File: config.mk
export PLATFORM = sky130hd
export DESIGN_NAME = soc_mgmt_clk_div_bank
export DESIGN_NICKNAME = d
export VERILOG_FILES = /design/src/rtl/soc_mgmt_clk_div_bank.sv
export SDC_FILE = /design/constraint.sdc
export NUM_CORES = 1
export LEC_CHECK = 0
export ABC_AREA = 1
export CAP_MARGIN = 5
export CORE_MARGIN = 5
export CORE_UTILIZATION = 45
export DETAILED_ROUTE_END_ITERATION = 8
export HOLD_SLACK_MARGIN = 0.1
export PLACE_DENSITY_LB_ADDON = 0.3
export SLEW_MARGIN = 15
export SYNTH_ARGS = -nofsm -noshare
export SYNTH_HDL_FRONTEND = slang
export SYNTH_SLANG_ARGS = --single-unit
File: constraint.sdc
create_clock -name i_clk -period 6.7 [get_ports i_clk]
set_clock_uncertainty 0.15 [all_clocks]
set_input_delay 1.675 -clock i_clk [delete_from_list [all_inputs] [get_ports i_clk]]
set_output_delay 1.675 -clock i_clk [all_outputs]
set_load 0.02 [all_outputs]
File: src/rtl/soc_mgmt_clk_div_bank.sv
// soc_mgmt_clk_div_bank
// Bank of independent programmable clock dividers. Each channel produces a
// registered divided clock with period cur_div cycles (high for
// floor(cur_div/2) cycles) plus a one-cycle tick at every period start.
// New divide values are staged per channel and only take effect at a period
// boundary, so a running clock never sees a runt phase.
//
// Ports:
//   i_clk        single clock, all state in this domain
//   i_rst        asynchronous active-high reset
//   i_div_en     per-channel enable
//   i_upd_valid  divide-value update request
//   i_upd_idx    target channel of the update
//   i_upd_value  new divide value
//   o_upd_ready  update can be accepted (combinational)
//   o_div_clk    registered divided clocks
//   o_div_pulse  one-cycle tick at each divided-clock period start
//   o_pending    per-channel update pending
//   o_active     per-channel running flag
module soc_mgmt_clk_div_bank #(
  parameter int NUM_DIV_CLK = 6,
  parameter int DIV_W       = 8,
  parameter int RESET_DIV   = 4,
  localparam int IDX_W      = (NUM_DIV_CLK > 1) ? $clog2(NUM_DIV_CLK) : 1
) (
  input  logic                   i_clk,
  input  logic                   i_rst,
  input  logic [NUM_DIV_CLK-1:0] i_div_en,
  input  logic                   i_upd_valid,
  input  logic [IDX_W-1:0]       i_upd_idx,
  input  logic [DIV_W-1:0]       i_upd_value,
  output logic                   o_upd_ready,
  output logic [NUM_DIV_CLK-1:0] o_div_clk,
  output logic [NUM_DIV_CLK-1:0] o_div_pulse,
  output logic [NUM_DIV_CLK-1:0] o_pending,
  output logic [NUM_DIV_CLK-1:0] o_active
);

  localparam logic [DIV_W-1:0] RST_DIV = DIV_W'(RESET_DIV);
  localparam logic [DIV_W-1:0] MIN_RUN = DIV_W'(2);
  localparam logic [DIV_W-1:0] ONE     = DIV_W'(1);
  localparam logic [IDX_W:0]   NUM_CH  = (IDX_W+1)'(NUM_DIV_CLK);

  logic [NUM_DIV_CLK-1:0] pend_vec;
  logic                   idx_ok;
  logic                   idx_pend;
  logic                   upd_fire;

  // Look up the pending flag of the addressed channel without indexing
  // past the end of the vector for out-of-range indices.
  always_comb begin
    idx_pend = 1'b0;
    for (int k = 0; k < NUM_DIV_CLK; k++) begin
      if (i_upd_idx == IDX_W'(k)) begin
        idx_pend = pend_vec[k];
      end
    end
  end

  assign idx_ok      = ({1'b0, i_upd_idx} < NUM_CH);
  assign o_upd_ready = idx_ok && !idx_pend;
  assign upd_fire    = i_upd_valid && o_upd_ready;
  assign o_pending   = pend_vec;

  for (genvar gi = 0; gi < NUM_DIV_CLK; gi++) begin : g_ch
    logic [DIV_W-1:0] cur_div_reg;
    logic [DIV_W-1:0] nxt_div_reg;
    logic [DIV_W-1:0] cnt_reg;
    logic [DIV_W-1:0] cnt_inc;
    logic [DIV_W-1:0] start_div;
    logic             pend_reg;
    logic             clk_reg;
    logic             pulse_reg;
    logic             active_reg;
    logic             accept;
    logic             wrap;
    logic             start;

    assign accept  = upd_fire && (i_upd_idx == IDX_W'(gi));
    assign wrap    = (cnt_reg == cur_div_reg - ONE);
    assign cnt_inc = cnt_reg + ONE;
    // A stopped channel with a staged value starts directly with that value,
    // since the staged value is committed on the same edge.
    assign start_div = pend_reg ? nxt_div_reg : cur_div_reg;
    assign start     = i_div_en[gi] && (start_div >= MIN_RUN);

    always_ff @(posedge i_clk or posedge i_rst) begin
      if (i_rst) begin
        cur_div_reg <= RST_DIV;
        nxt_div_reg <= RST_DIV;
        pend_reg    <= 1'b0;
        cnt_reg     <= '0;
        clk_reg     <= 1'b0;
        pulse_reg   <= 1'b0;
        active_reg  <= 1'b0;
      end else begin
        // accept only fires when pend_reg is clear, so it never collides
        // with the commit paths below that clear pend_reg.
        if (accept) begin
          nxt_div_reg <= i_upd_value;
          pend_reg    <= 1'b1;
        end

        if (!active_reg) begin
          if (pend_reg) begin
            cur_div_reg <= nxt_div_reg;
            pend_reg    <= 1'b0;
          end
          cnt_reg    <= '0;
          clk_reg    <= start;
          pulse_reg  <= start;
          active_reg <= start;
        end else if (!i_div_en[gi]) begin
          // Disable truncates the current phase immediately.
          cnt_reg    <= '0;
          clk_reg    <= 1'b0;
          pulse_reg  <= 1'b0;
          active_reg <= 1'b0;
        end else if (wrap) begin
          cnt_reg <= '0;
          if (pend_reg) begin
            // Commit at the period boundary; a value below 2 stops here.
            cur_div_reg <= nxt_div_reg;
            pend_reg    <= 1'b0;
            clk_reg     <= (nxt_div_reg >= MIN_RUN);
            pulse_reg   <= (nxt_div_reg >= MIN_RUN);
            active_reg  <= (nxt_div_reg >= MIN_RUN);
          end else begin
            clk_reg   <= 1'b1;
            pulse_reg <= 1'b1;
          end
        end else begin
          cnt_reg   <= cnt_inc;
          clk_reg   <= (cnt_inc < (cur_div_reg >> 1));
          pulse_reg <= 1'b0;
        end
      end
    end

    assign pend_vec[gi]    = pend_reg;
    assign o_div_clk[gi]   = clk_reg;
    assign o_div_pulse[gi] = pulse_reg;
    assign o_active[gi]    = active_reg;
  end

endmodule
== After elaboration in Yosys (flattened, before gate mapping) ==
Cells that the tools add are included.

* Bits in registers: 168
* Bits of input ports: 20
* Output and inout port bits: 25
* Logic and storage cells: 256

* Add/subtract/negate cells: 12
* Order comparisons: 19
* Eq/ne operators: 23
* Mux-type cells: 138
* Reduce and logical (&&, ||, !) cells: 22

{| class="wikitable"
|+ Operators with widths
! kind !! number
|-
| 8-bit 2-to-1 mux || 42
|-
| 8-bit by 2-bit >= comparator with 1-bit output, second input constant || 12
|-
| 1-bit 2-to-1 mux || 96
|-
| 8-bit by 1-bit adder with 8-bit output, second input constant || 6
|-
| 8-bit equality test || 6
|-
| 8-bit by 7-bit < comparator with 1-bit output || 6
|-
| 8-bit by 1-bit subtractor with 8-bit output, second input constant || 6
|-
| 1-bit logical AND || 14
|-
| 2-bit by 1-bit inequality test with 1-bit output, second input constant || 6
|-
| 2-bit inequality test, second input constant || 6
|-
| 2-bit AND reduction || 6
|-
| 3-bit by 2-bit equality test with 1-bit output, second input constant || 2
|-
| 3-bit equality test, second input constant || 2
|-
| 3-bit by 1-bit equality test with 1-bit output, second input constant || 1
|-
| 3-bit zero test || 1
|-
| 3-bit < comparator, second input constant || 1
|-
| 1-bit zero test || 1
|}

== Logic depth before layout (Yosys ltp) ==
Gate-level depths: netlist of run 1.

* Depth in word-level cells: 16
* Mapped depth: 16
* Depth with buffers taken out: 16

== Least setup slack after synthesis of run 1 ==
Ideal clock, no wire load.

* Path kind: input to output
* Start: input port i_upd_idx[0]
* End: output port o_upd_ready
* Data arrival time: 2.326 ns
* Slack: 2.549 ns
* Cell stages on the path: 6
* Path buffers: 1
* Path through: buf_4 > a21oi_1 > o21ai_0 > nand2_1 > nand2_1 > nand2_1

* Cells in the longest elaborated chain, start to end: 9
* Elaborated cells on any way between the ends: 15

{| class="wikitable"
|+ RTL lines
! what !! line !! source
|-
| start: declaration || 30 || <nowiki>input logic [IDX_W-1:0] i_upd_idx,</nowiki>
|-
| 3-bit zero test || 54 || <nowiki>if (i_upd_idx == IDX_W'(k)) begin</nowiki>
|-
| 1-bit 2-to-1 mux (6 in a row) || 54 ||
|-
| 1-bit zero test || 61 || <nowiki>assign o_upd_ready = idx_ok && !idx_pend;</nowiki>
|-
| 1-bit logical AND * || 61 ||
|-
| end: declaration || 32 || <nowiki>output logic o_upd_ready,</nowiki>
|}

Mark *: on every way between the ends. The rest lies on a longest branch, timed or not.

== Worst setup path after layout of run 1 ==
Ends and elaborated chain as after synthesis.

==> run metrics, run 1 <==
RSZ-0062 raised after global routing no; CP delay by family, top buffers and inverters; via/cell ratio 4.946; most used cell, CP nand2_1; FP Rows 56; worst-margin pin slew 0.6791 ns; Sink Count 168; H-tree level count 4; worst skew pair latency 0.44 ns; clock buffer depth 2; Slew Limit Fails 0; Clock transition at path regs 0.06 ns; Final Util 50.38%; Initial Util 45.32%; gr ovfl total 0; worst endpoint required time 4.88 ns; total negative setup slack 0 ns; root buffer cell clkbuf_16; Seq/Total Area, Yosys 39.90%; max cap viols 0; crit start category primary input; Post-DRT Antenna Nets 0; IO Count 45; cts hold-fix bufs 0; Async S/R FF share, synth 100.0%; # DRC 0; Post-Syn Nets 1,544; #FFs+latches synth 168; critical path type primary input to output port; Post-Syn Area 0.01058 sq mm; nets 1,562; first-pass GRT wire length 40,320 microns; vias in the first global route 8,488; largest net degree at the start of global routing 65; input/output buffers 44; maximum vdd drop 0.0001638 V; area grow syn2layout 11.15%; Post-Syn Instances 1,476; gpl congestion 0.8838; CORE AREA 0.02333 sq mm; crit share post-route 79.30%; CTS tree yes; Starting DRT DRC Count 551; die width 163.3 microns; slew margin rel. 54.72%; PD cells 423.8 mW/mm^2; Die Span Y 163.3 microns; CP cell instances clkdlybuf4s50_1 > a21oi_1 > o21ai_0 > nand2_1 > nand2_1 > nand2_1 > clkdlybuf4s50_1; Leakage 6.196 nW; Final Hold Violating Endpoints 0; crit-path max cell delay 0.62 ns; Yosys top cell area share 36.91%; top-count cell post-synth nand2_1; status finished, final reports clean; commonest cells in the netlist nand2_1, inv_1, dfrtp_1; Critical Path AT 3.49 ns; total CTS buffers 17; ys flop type dfrtp_1; Min-Delay Path Class flip-flop to flip-flop; Area contributors post-synth dfrtp_1, nand2_1, inv_1; Critical-path top delay cell clkdlybuf4s50_1; wire length per cell 12.92 microns; min setup slack post-route 1.387 ns; post_cts resized 0; GRT Total Usage 18.42%; CP Capture Type output port; antenna violations before repair 1; postcts setup bufs 0; Max Freq 188.2 MHz; Post-synth EDFFs 0; area of the die 0.02667 sq mm; Yosys warning total 0; vias post-DR 9,037; final setup fails 0; share of cells above drive strength 1 3.915%; drt total wl 23,610 microns; crit-path max FO 11; worst path bufs/invs 2; DP Worst Slack 1.377 ns; Synth area leader dfrtp_1; synthesized area per cell 7.165 sq um; Final min period 5.313 ns; DR pass1 iterations 5; post-detail-place hpwl 17,660 microns; library cells used by synthesis 32
layout by cell type (no fill, tap or decap), drive strengths merged:
cell,n
nor2,127
inv,221
clkbuf,26
a21o,1
o211ai,2
nor3,16
clkinv,5
a31oi,5
nand3,118
dfstp,12
nand4,23
o21a,1
bufinv,2
a21boi,4
clkdlybuf4s50,44
or2,9
xnor2,13
a21oi,42
dfrtp,156
o21ai,130
buf,2
and2,1
nand3b,20
ha,48
clkinvlp,2
diode,1
nand2,425
and3,2
xor2,44
nor4,6
cell type report:
cell class	count	area [sq um]
clock inverter	6	88.84
clock buffer	26	509.2
timing repair buffer	46	455.4
antenna	1	2.502
fill	2244	11580
sequential	168	4219
multi-input combinational	1037	5234
inverter	224	845.8
tap	319	399.1
report_power, final:
group	internal (W)	switching [W]	total, W
logic	0.000867	0.00142	0.00229
clock network	0.000600	0.000402	0.00100
registers	0.00134	0.000353	0.00169
total	0.00280	0.00218	0.00498
cells by family after synthesis:
group           Yosys count  synth area share (%)
compound gates          185                 9.110
buf+inv                 271                 10.61
simple gates            747                 29.98
xor+xnor                 57                 4.721
flops                   168                 39.90
fa+ha+maj                48                 5.679
worst min-delay path, stage by stage (launching register included):
cell and delay [ns]:
dfrtp_1 0.33, nand2_1 0.05, o21ai_0 0.06
path summary, 6_finish.rpt:
check                      cells past startpoint                endpoint                   start  slack, ns
setup / recovery                               7             o_upd_ready            i_upd_idx[0]       1.39
min in group asynchronous                      2      g_ch[3].cnt_reg[7]                   i_rst       1.55
hold / removal                                 2  g_ch[0].nxt_div_reg[5]  g_ch[0].nxt_div_reg[5]       0.33
max in group asynchronous                      3  g_ch[3].nxt_div_reg[3]                   i_rst       3.75
setup reg to reg                               9  g_ch[3].cur_div_reg[1]  g_ch[3].cur_div_reg[0]       4.28
hold reg to reg                                2  g_ch[0].nxt_div_reg[5]  g_ch[0].nxt_div_reg[5]       0.33
metrics by stage:
stage / std cells / cell area (sq um) / hold slack [ns] / power, W
after CTS: 1826 / 11750 / 0.3338 / 0.005010
after global placement: 1794 / 11150 / 0.3146 / 0.003938
after floorplan: 1476 / 10580 / 0.2957 / 0.003468
after detailed placement: 1794 / 11150 / 0.3194 / 0.003990
after global routing: 1827 / 11750 / 0.3645 / 0.005486
final: 1827 / 11750 / 0.3317 / 0.004981
per-layer routing:
metal	track usage [%]	up-vias	part of all wire, %
met4	5.642	0	1.9
met2	29.96	143	47
met1	25.04	4169	47
met5	0	-	0
met3	3.533	27	3.6
li1	-	4698	-
(Power assumes the default switching activity.)
==> run 2: changes to the inputs <==
clock period = 5.5 ns   (was 6.7 ns; I/O delays follow)
==> run metrics, run 2 (synthesized netlist as in run 1, its figures left out) <==
status finished, final reports clean (unchanged); post_cts resized 0 (unchanged); most used cell, CP nand2_1 (unchanged); worst skew pair latency 0.42 ns (was 0.44 ns); Post-DRT Antenna Nets 0 (unchanged); RSZ-0062 raised after global routing no (unchanged); first-pass GRT wire length 40,740 microns (was 40,320 microns); gpl congestion 0.8819 (was 0.8838); nets 1,561 (was 1,562); root buffer cell clkbuf_16 (unchanged); crit-path max FO 11 (unchanged); crit share post-route 85.47%; Die Span Y 163.3 microns (unchanged); total negative setup slack 0 ns (unchanged); worst path bufs/invs 2 (unchanged); PD cells 509.8 mW/mm^2 (was 423.8 mW/mm^2); gr ovfl total 0 (unchanged); maximum vdd drop 0.0002065 V (was 0.0001638 V); Leakage 6.159 nW (was 6.196 nW); crit-path max cell delay 0.62 ns (about the same); area grow syn2layout 10.62% (was 11.15%); min setup slack post-route 0.7991 ns (was 1.387 ns); Max Freq 212.7 MHz; max cap viols 0 (unchanged); # DRC 0 (unchanged); hold slack 0.3353 ns (was 0.3317 ns); wire length per cell 13.00 microns (was 12.92 microns); cts hold-fix bufs 0 (unchanged); Final Hold Violating Endpoints 0 (unchanged); Initial Util 45.32% (unchanged); H-tree level count 4 (unchanged); worst endpoint required time 3.97 ns (was 4.88 ns); commonest non-fill, non-tap cell in the layout nand2_1 (unchanged); DP Worst Slack 0.7978 ns (was 1.377 ns); final setup fails 0 (unchanged); clock buffer depth 2 (unchanged); Critical-path top delay cell clkdlybuf4s50_1 (unchanged); most frequent cells in the layout nand2_1, inv_1, dfrtp_1 (unchanged); CP Capture Type output port (unchanged); worst-margin pin slew 0.9129 ns (was 0.6791 ns); input/output buffers 44 (unchanged); area of the die 0.02667 sq mm (unchanged); CORE AREA 0.02333 sq mm (unchanged); share of cells above drive strength 1 3.984% (was 3.915%); Sink Count 168 (unchanged); CP delay by family, top buffers and inverters (unchanged); largest net degree at the start of global routing 169 (was 65); vias in the first global route 8,568 (was 8,488); Filler Cell Count 2,269 (was 2,244); Clock transition at path regs 0.06 ns (about the same); Slew Limit Fails 0 (unchanged); antenna violations before repair 2 (was 1); die width 163.3 microns (unchanged); Starting DRT DRC Count 580 (was 551); drt total wl 23,750 microns (was 23,610 microns); via/cell ratio 4.974 (was 4.946); post-detail-place hpwl 17,480 microns (was 17,660 microns); Critical Path AT 3.18 ns (was 3.49 ns); crit start category primary input (unchanged); CP cell instances clkdlybuf4s50_1 > a21oi_1 > o21ai_0 > nand2_1 > nand2_1 > nand2_1 > clkdlybuf4s50_1 (unchanged); slew margin rel. 39.14% (was 54.72%); FP Rows 56 (unchanged); R2R Setup Slk 3.02 ns (was 4.28 ns); GRT Total Usage 18.57% (was 18.42%); Final min period 4.701 ns; IO Count 45 (unchanged); critical path type primary input to output port (unchanged); CTS tree yes (unchanged); vias post-DR 9,088 (was 9,037); Min-Delay Path Class flip-flop to flip-flop (unchanged); postcts setup bufs 0 (unchanged); total CTS buffers 17 (unchanged); DR pass1 iterations 5 (unchanged)
## run 2: changes by cell type in the layout (fill, tap and decap cells not counted), sizes merged
cell,delta
buf,-1
bufinv,-2
clkbuf,-5
clkinv,+6
clkinvlp,+3
diode,+1
inv,-2
## run 2: worst paths after layout
| kind | end | startpoint | cells past startpoint |
|---|---|---|---|
| setup reg to reg | g_ch[3].clk_reg | g_ch[3].cur_div_reg[0] | 11 |
| setup / recovery | o_upd_ready | i_upd_idx[0] | 7 |
| hold / removal | g_ch[1].cur_div_reg[2] | g_ch[1].cur_div_reg[2] | 2 |
| hold reg to reg | g_ch[1].cur_div_reg[2] | g_ch[1].cur_div_reg[2] | 2 |
| max in group asynchronous | g_ch[5].cur_div_reg[4] | i_rst | 3 |
| min in group asynchronous | g_ch[2].cnt_reg[1] | i_rst | 3 |
## run 2: cell type report
type / count / area, sq um / share of cell area, %
sequential: 168 / 4219 / 36.06
multi-input combinational: 1037 / 5234 / 44.74
inverter: 224 / 844.6 / 7.219
clock inverter: 11 / 76.32 / 0.6524
antenna: 2 / 5.005 / 0.04278
tap: 319 / 399.1 / 3.412
timing repair buffer: 45 / 460.4 / 3.936
clock buffer: 21 / 460.4 / 3.936
## run 2: per-stage QoR
stage	std cells	instance area, sq um	total power, W	util (%)
CTS	1825	11690	0.006004	50.12
floorplan	1476	10580	0.004225	-
global route	1827	11700	0.006590	50.14
detailed placement	1793	11160	0.004872	47.82
finish	1827	11700	0.005964	50.14
global placement	1793	11160	0.004787	47.82
## run 2: where the power goes
| group | internal [W] | leakage (nW) | switching (W) | total (W) |
|---|---|---|---|---|
| Clock | 0.000600 | 0.255 | 0.000500 | 0.00110 |
| Sequential | 0.00163 | 2.17 | 0.000430 | 0.00206 |
| Combinational | 0.00106 | 3.74 | 0.00175 | 0.00281 |
## run 2: metal layers
metal	global-route usage (%)	wire length (microns)
met3	3.457	816
met5	0	0
met2	30.11	11220
met1	24.68	11180
met4	7.358	537
## run 2: worst reg2reg max path: stages, from the launching register on
cell      delay (ns)
dfrtp_1         0.35
clkinv_1        0.21
ha_1            0.29
nand2_1         0.18
nand2_1         0.09
xor2_1          0.15
nor3_1          0.28
nand2_1         0.14
nand2_1         0.28
nand2_1         0.13
nand2_1         0.08
inv_1           0.05
==> variant 1: new RTL, flow settings as in run 2 <==
Set the parameter `DIV_W` to 10 (it was 8).
--- a/src/rtl/soc_mgmt_clk_div_bank.sv
+++ b/src/rtl/soc_mgmt_clk_div_bank.sv
@@ -20,5 +20,5 @@
 module soc_mgmt_clk_div_bank #(
   parameter int NUM_DIV_CLK = 6,
-  parameter int DIV_W       = 8,
+  parameter int DIV_W       = 10,
   parameter int RESET_DIV   = 4,
   localparam int IDX_W      = (NUM_DIV_CLK > 1) ? $clog2(NUM_DIV_CLK) : 1
Interface: changed (resized i_upd_value); port bits go from 45 to 47. No check against the original RTL was run, so the function may have changed too.
==> variant 1 against run 2 <==
First-iteration DRC count decreased by 3.4%. Fmax fell by 0.27%. Wire length grew 26%. Area after synthesis up 24%. Highest routed layer unchanged. Final area grew 23%. Via count grew 22%. Count of clock-buffer cells in the layout grew 12. Sequential cell count increased by 36. Setup slack got worse by 13 ps. Total power grew 20%.
==> variant 1: results <==
group,metric,value,unit
logic_synthesis,synth_xor_area_share,5.524,%
logic_synthesis,synth-compound-area-share,9.242,%
cells_and_area,final_net_count,1860,
power,p_seq_share,34.7,%
clock_tree,clockBufferDepth,3,
sta,clock.fmax,0.2121,GHz
logic_synthesis,ys_seq_area_share,39.11,%
worst_setup_path,path_max_fanout,10,
logic_synthesis,synth.distinct_cells,50,
global_route,grt_pass1_wl,51.49,mm
power,p_seq,2.48,mW
clock_tree,htreeDepth,1,
drt,wl_per_cell,13.70,um
worst_setup_path,cp_data_arrival_time,3190,ps
logic_synthesis,synth.avg_cell_area,7.388,sq um
sta,hold_ws,345.3,ps
clock_tree,clockRootBuffer,"clkbuf_16",
place,dpl.hpwl,22.24,mm
logic_synthesis,synthMuxAreaShare,0.07646,%
clock_tree,numCtsBuffers,24,
outcome,status,"complete, no violations",
drt,wl,29.86,mm
clock_tree,clk_latency,540,ps
cells_and_area,antennaDiodeCount,0,
logic_synthesis,synth_area_leaders,"dfrtp_1 (37%), nand2_1 (14%), inv_1 (6.1%)",
power,powerComb,3.04,mW
place,io_buffers,46,
place,place.gp.congestion,0.8738,
drt,drtIter0Drc,560,
sta,slew_headroom,49.32,%
place,pre_cts_slack,822.3,ps
power,leakagePower,7.453,nW
place,dpl-instance-area,0.01360,sq mm
logic_synthesis,synth_fa_ha_area_share,5.734,%
global_route,grt_util_all_layers,18.34,%
power,switching_share,42.60,%
place,dp.cells,2135,
logic_synthesis,ys_top_cells_by_count,"nand2_1 (483), inv_1 (214), dfrtp_1 (192), nor2_1 (175), nand3_1 (132)",
cells_and_area,drive_gt1_share,7.572,%
drt,vias,11050,
power,ir_worst_vdd,243.9,uV
global_route,grt_max_degree,81,
worst_setup_path,r2r_setup_slack,2670,ps
[variant 1: routing by layer]
layer,track usage (%),vias up,part of all wire [%]
li1,-,5637,-
met1,25.52,5174,47
met2,30.26,186,47
met3,2.503,51,3.6
met4,4.900,0,2.5
met5,0,-,0
[variant 1: path summary, 6_finish.rpt]
kind,depth (start not counted),end,from
min,2,g_ch[2].nxt_div_reg[2],g_ch[2].nxt_div_reg[2]
max reg2reg,14,g_ch[2].cur_div_reg[9],g_ch[2].cur_div_reg[0]
max in group asynchronous,4,g_ch[4].nxt_div_reg[2],i_rst
min reg2reg,2,g_ch[2].nxt_div_reg[2],g_ch[2].nxt_div_reg[2]
max,7,o_upd_ready,i_upd_idx[0]
min in group asynchronous,2,g_ch[4].cnt_reg[4],i_rst
[variant 1: area by class of cell]
cell class	instances	area (sq um)
clock inverters	11	148.9
well taps	384	480.5
flip-flops and latches	204	5120
fillers	2816	14280
repair buffers	51	523.0
multi-input cells	1266	6620
inverters	231	873.3
clock buffers	33	654.4
==> variant 2: new RTL, config.mk and constraints of run 2 <==
Without the edit above. Add an input register stage for `i_div_en`, with the module's reset; this delays it by one clock. The other inputs are not delayed to match.
--- a/src/rtl/soc_mgmt_clk_div_bank.sv
+++ b/src/rtl/soc_mgmt_clk_div_bank.sv
@@ -42,4 +42,14 @@
   localparam logic [IDX_W:0]   NUM_CH  = (IDX_W+1)'(NUM_DIV_CLK);
 
+  logic [NUM_DIV_CLK-1:0] i_div_en_q;
+
+  always_ff @(posedge i_clk or posedge i_rst) begin
+    if (i_rst) begin
+      i_div_en_q <= '0;
+    end else begin
+      i_div_en_q <= i_div_en;
+    end
+  end
+
   logic [NUM_DIV_CLK-1:0] pend_vec;
   logic                   idx_ok;
@@ -83,5 +93,5 @@
     // since the staged value is committed on the same edge.
     assign start_div = pend_reg ? nxt_div_reg : cur_div_reg;
-    assign start     = i_div_en[gi] && (start_div >= MIN_RUN);
+    assign start     = i_div_en_q[gi] && (start_div >= MIN_RUN);
 
     always_ff @(posedge i_clk or posedge i_rst) begin
@@ -111,5 +121,5 @@
           pulse_reg  <= start;
           active_reg <= start;
-        end else if (!i_div_en[gi]) begin
+        end else if (!i_div_en_q[gi]) begin
           // Disable truncates the current phase immediately.
           cnt_reg    <= '0;
Formal check against the unedited RTL: not equivalent (Yosys sat finds a counterexample within 4 cycles, from zero or initial values and one cycle with i_rst high).
==> variant 2 against run 2 <==
Wire length is 3.9% higher. Global-route usage is 0.21 points lower. Area after synthesis is 3.3% higher. Total power is 4.1% higher. Sequential cell count is 6 higher. Final area is 3.9% higher. Fmax is 0.54% higher. Clock power is 25% higher. Setup slack better by 25 ps. Largest cell class unchanged. Highest routed layer unchanged.
==> variant 2: results <==
group,metric,value,unit
global_route,grt_util_all_layers,18.36,%
cells_and_area,drive_gt1_share,3.613,%
place,pre_cts_slack,867.4,ps
logic_synthesis,synth_edf_count,0,
worst_setup_path,crit_path_max_incr_delay,620,ps
worst_setup_path,cp_data_arrival_time,3150,ps
worst_setup_path,path_max_fanout,5,
logic_synthesis,synth_xor_area_share,5.529,%
drt,drtIter0Drc,742,
place,dp.cells,1842,
place,dpl-instance-area,0.01150,sq mm
logic_synthesis,ys_seq_area_share,39.98,%
logic_synthesis,synthCells,1525,
power,clk-power,1.37,mW
clock_tree,numCtsBuffers,17,
global_route,grt_pass1_vias,9012,
place,place.gp.congestion,0.8574,
power,ir_worst_vdd,209.8,uV
cells_and_area,final_net_count,1605,
logic_synthesis,synth_fa_ha_area_share,5.495,%
cells_and_area,fill_cells,2381,
cells_and_area,non_clock_inverter_count,228,
sta,tightest_slew,885.6,ps
power,leakagePower,6.451,nW
logic_synthesis,async_reset_ff_share,100.0,%
hold_path,min-delay-path-class,"reg -> reg",
drt,vias,9335,
logic_synthesis,ys_top_cells_by_count,"nand2_1 (426), inv_1 (227), dfrtp_1 (162), nand3_1 (156), nor2_1 (140)",
cells_and_area,multi_input_area_share,44.46,%
global_route,grt_pass1_wl,42.86,mm
cells_and_area,bufAreaShareNonClock,3.788,%
global_route,antenna_found_initial,0,
clock_tree,clockBufferDepth,2,
power,internal-power,3.507,mW
drt,drc,0,
logic_synthesis,synth-compound-area-share,7.716,%
worst_setup_path,crit_family,"buffers and inverters",
global_route,grt_max_degree,165,
cells_and_area,nFlopsAndLatches,174,
cells_and_area,final_cells,1874,
cells_and_area,antennaDiodeCount,0,
logic_synthesis,synth_area_leaders,"dfrtp_1 (37%), nand2_1 (15%), inv_1 (7.8%)",
cells_and_area,sh_seq_area,35.95,%
cells_and_area,nClkBuffers,18,
place,dpl.hpwl,18.13,mm
power,p_switching,2.700,mW
clock_tree,clk_latency,440,ps
clock_tree,htreeDepth,4,
floorplan,core,0.02411,sq mm
cells_and_area,num-multi-input-gates,1071,
drt,wl_per_cell,13.17,um
sta,setup_viol,0,
outcome,status,"complete, no violations",
cells_and_area,clock_cell_area_share,5.394,%
cells_and_area,multiInputGateArea,0.005404,sq mm
## variant 2: final timing paths
| path | start | end | slack, ps | depth (start not counted) |
|---|---|---|---|---|
| worst max-delay path | i_upd_idx[1] | o_upd_ready | 820 | 6 |
| worst min-delay path | g_ch[2].nxt_div_reg[6] | g_ch[2].nxt_div_reg[6] | 340 | 2 |
| worst max register to register | g_ch[0].cur_div_reg[0] | g_ch[0].clk_reg | 3050 | 12 |
| worst min register to register | g_ch[2].nxt_div_reg[6] | g_ch[2].nxt_div_reg[6] | 340 | 2 |
| max in group asynchronous | i_rst | g_ch[4].cnt_reg[6] | 2980 | 3 |
| min in group asynchronous | i_rst | g_ch[2].cnt_reg[4] | 1070 | 2 |
## variant 2: per-layer routing
| metal | GRT usage [%] | wire length (um) | up-vias |
|---|---|---|---|
| met2 | 30.86 | 11750 | 113 |
| met3 | 3.118 | 606 | 25 |
| met4 | 4.376 | 341 | 0 |
| met1 | 24.91 | 11990 | 4358 |
| li1 | - | - | 4839 |
| met5 | 0 | 0 | - |
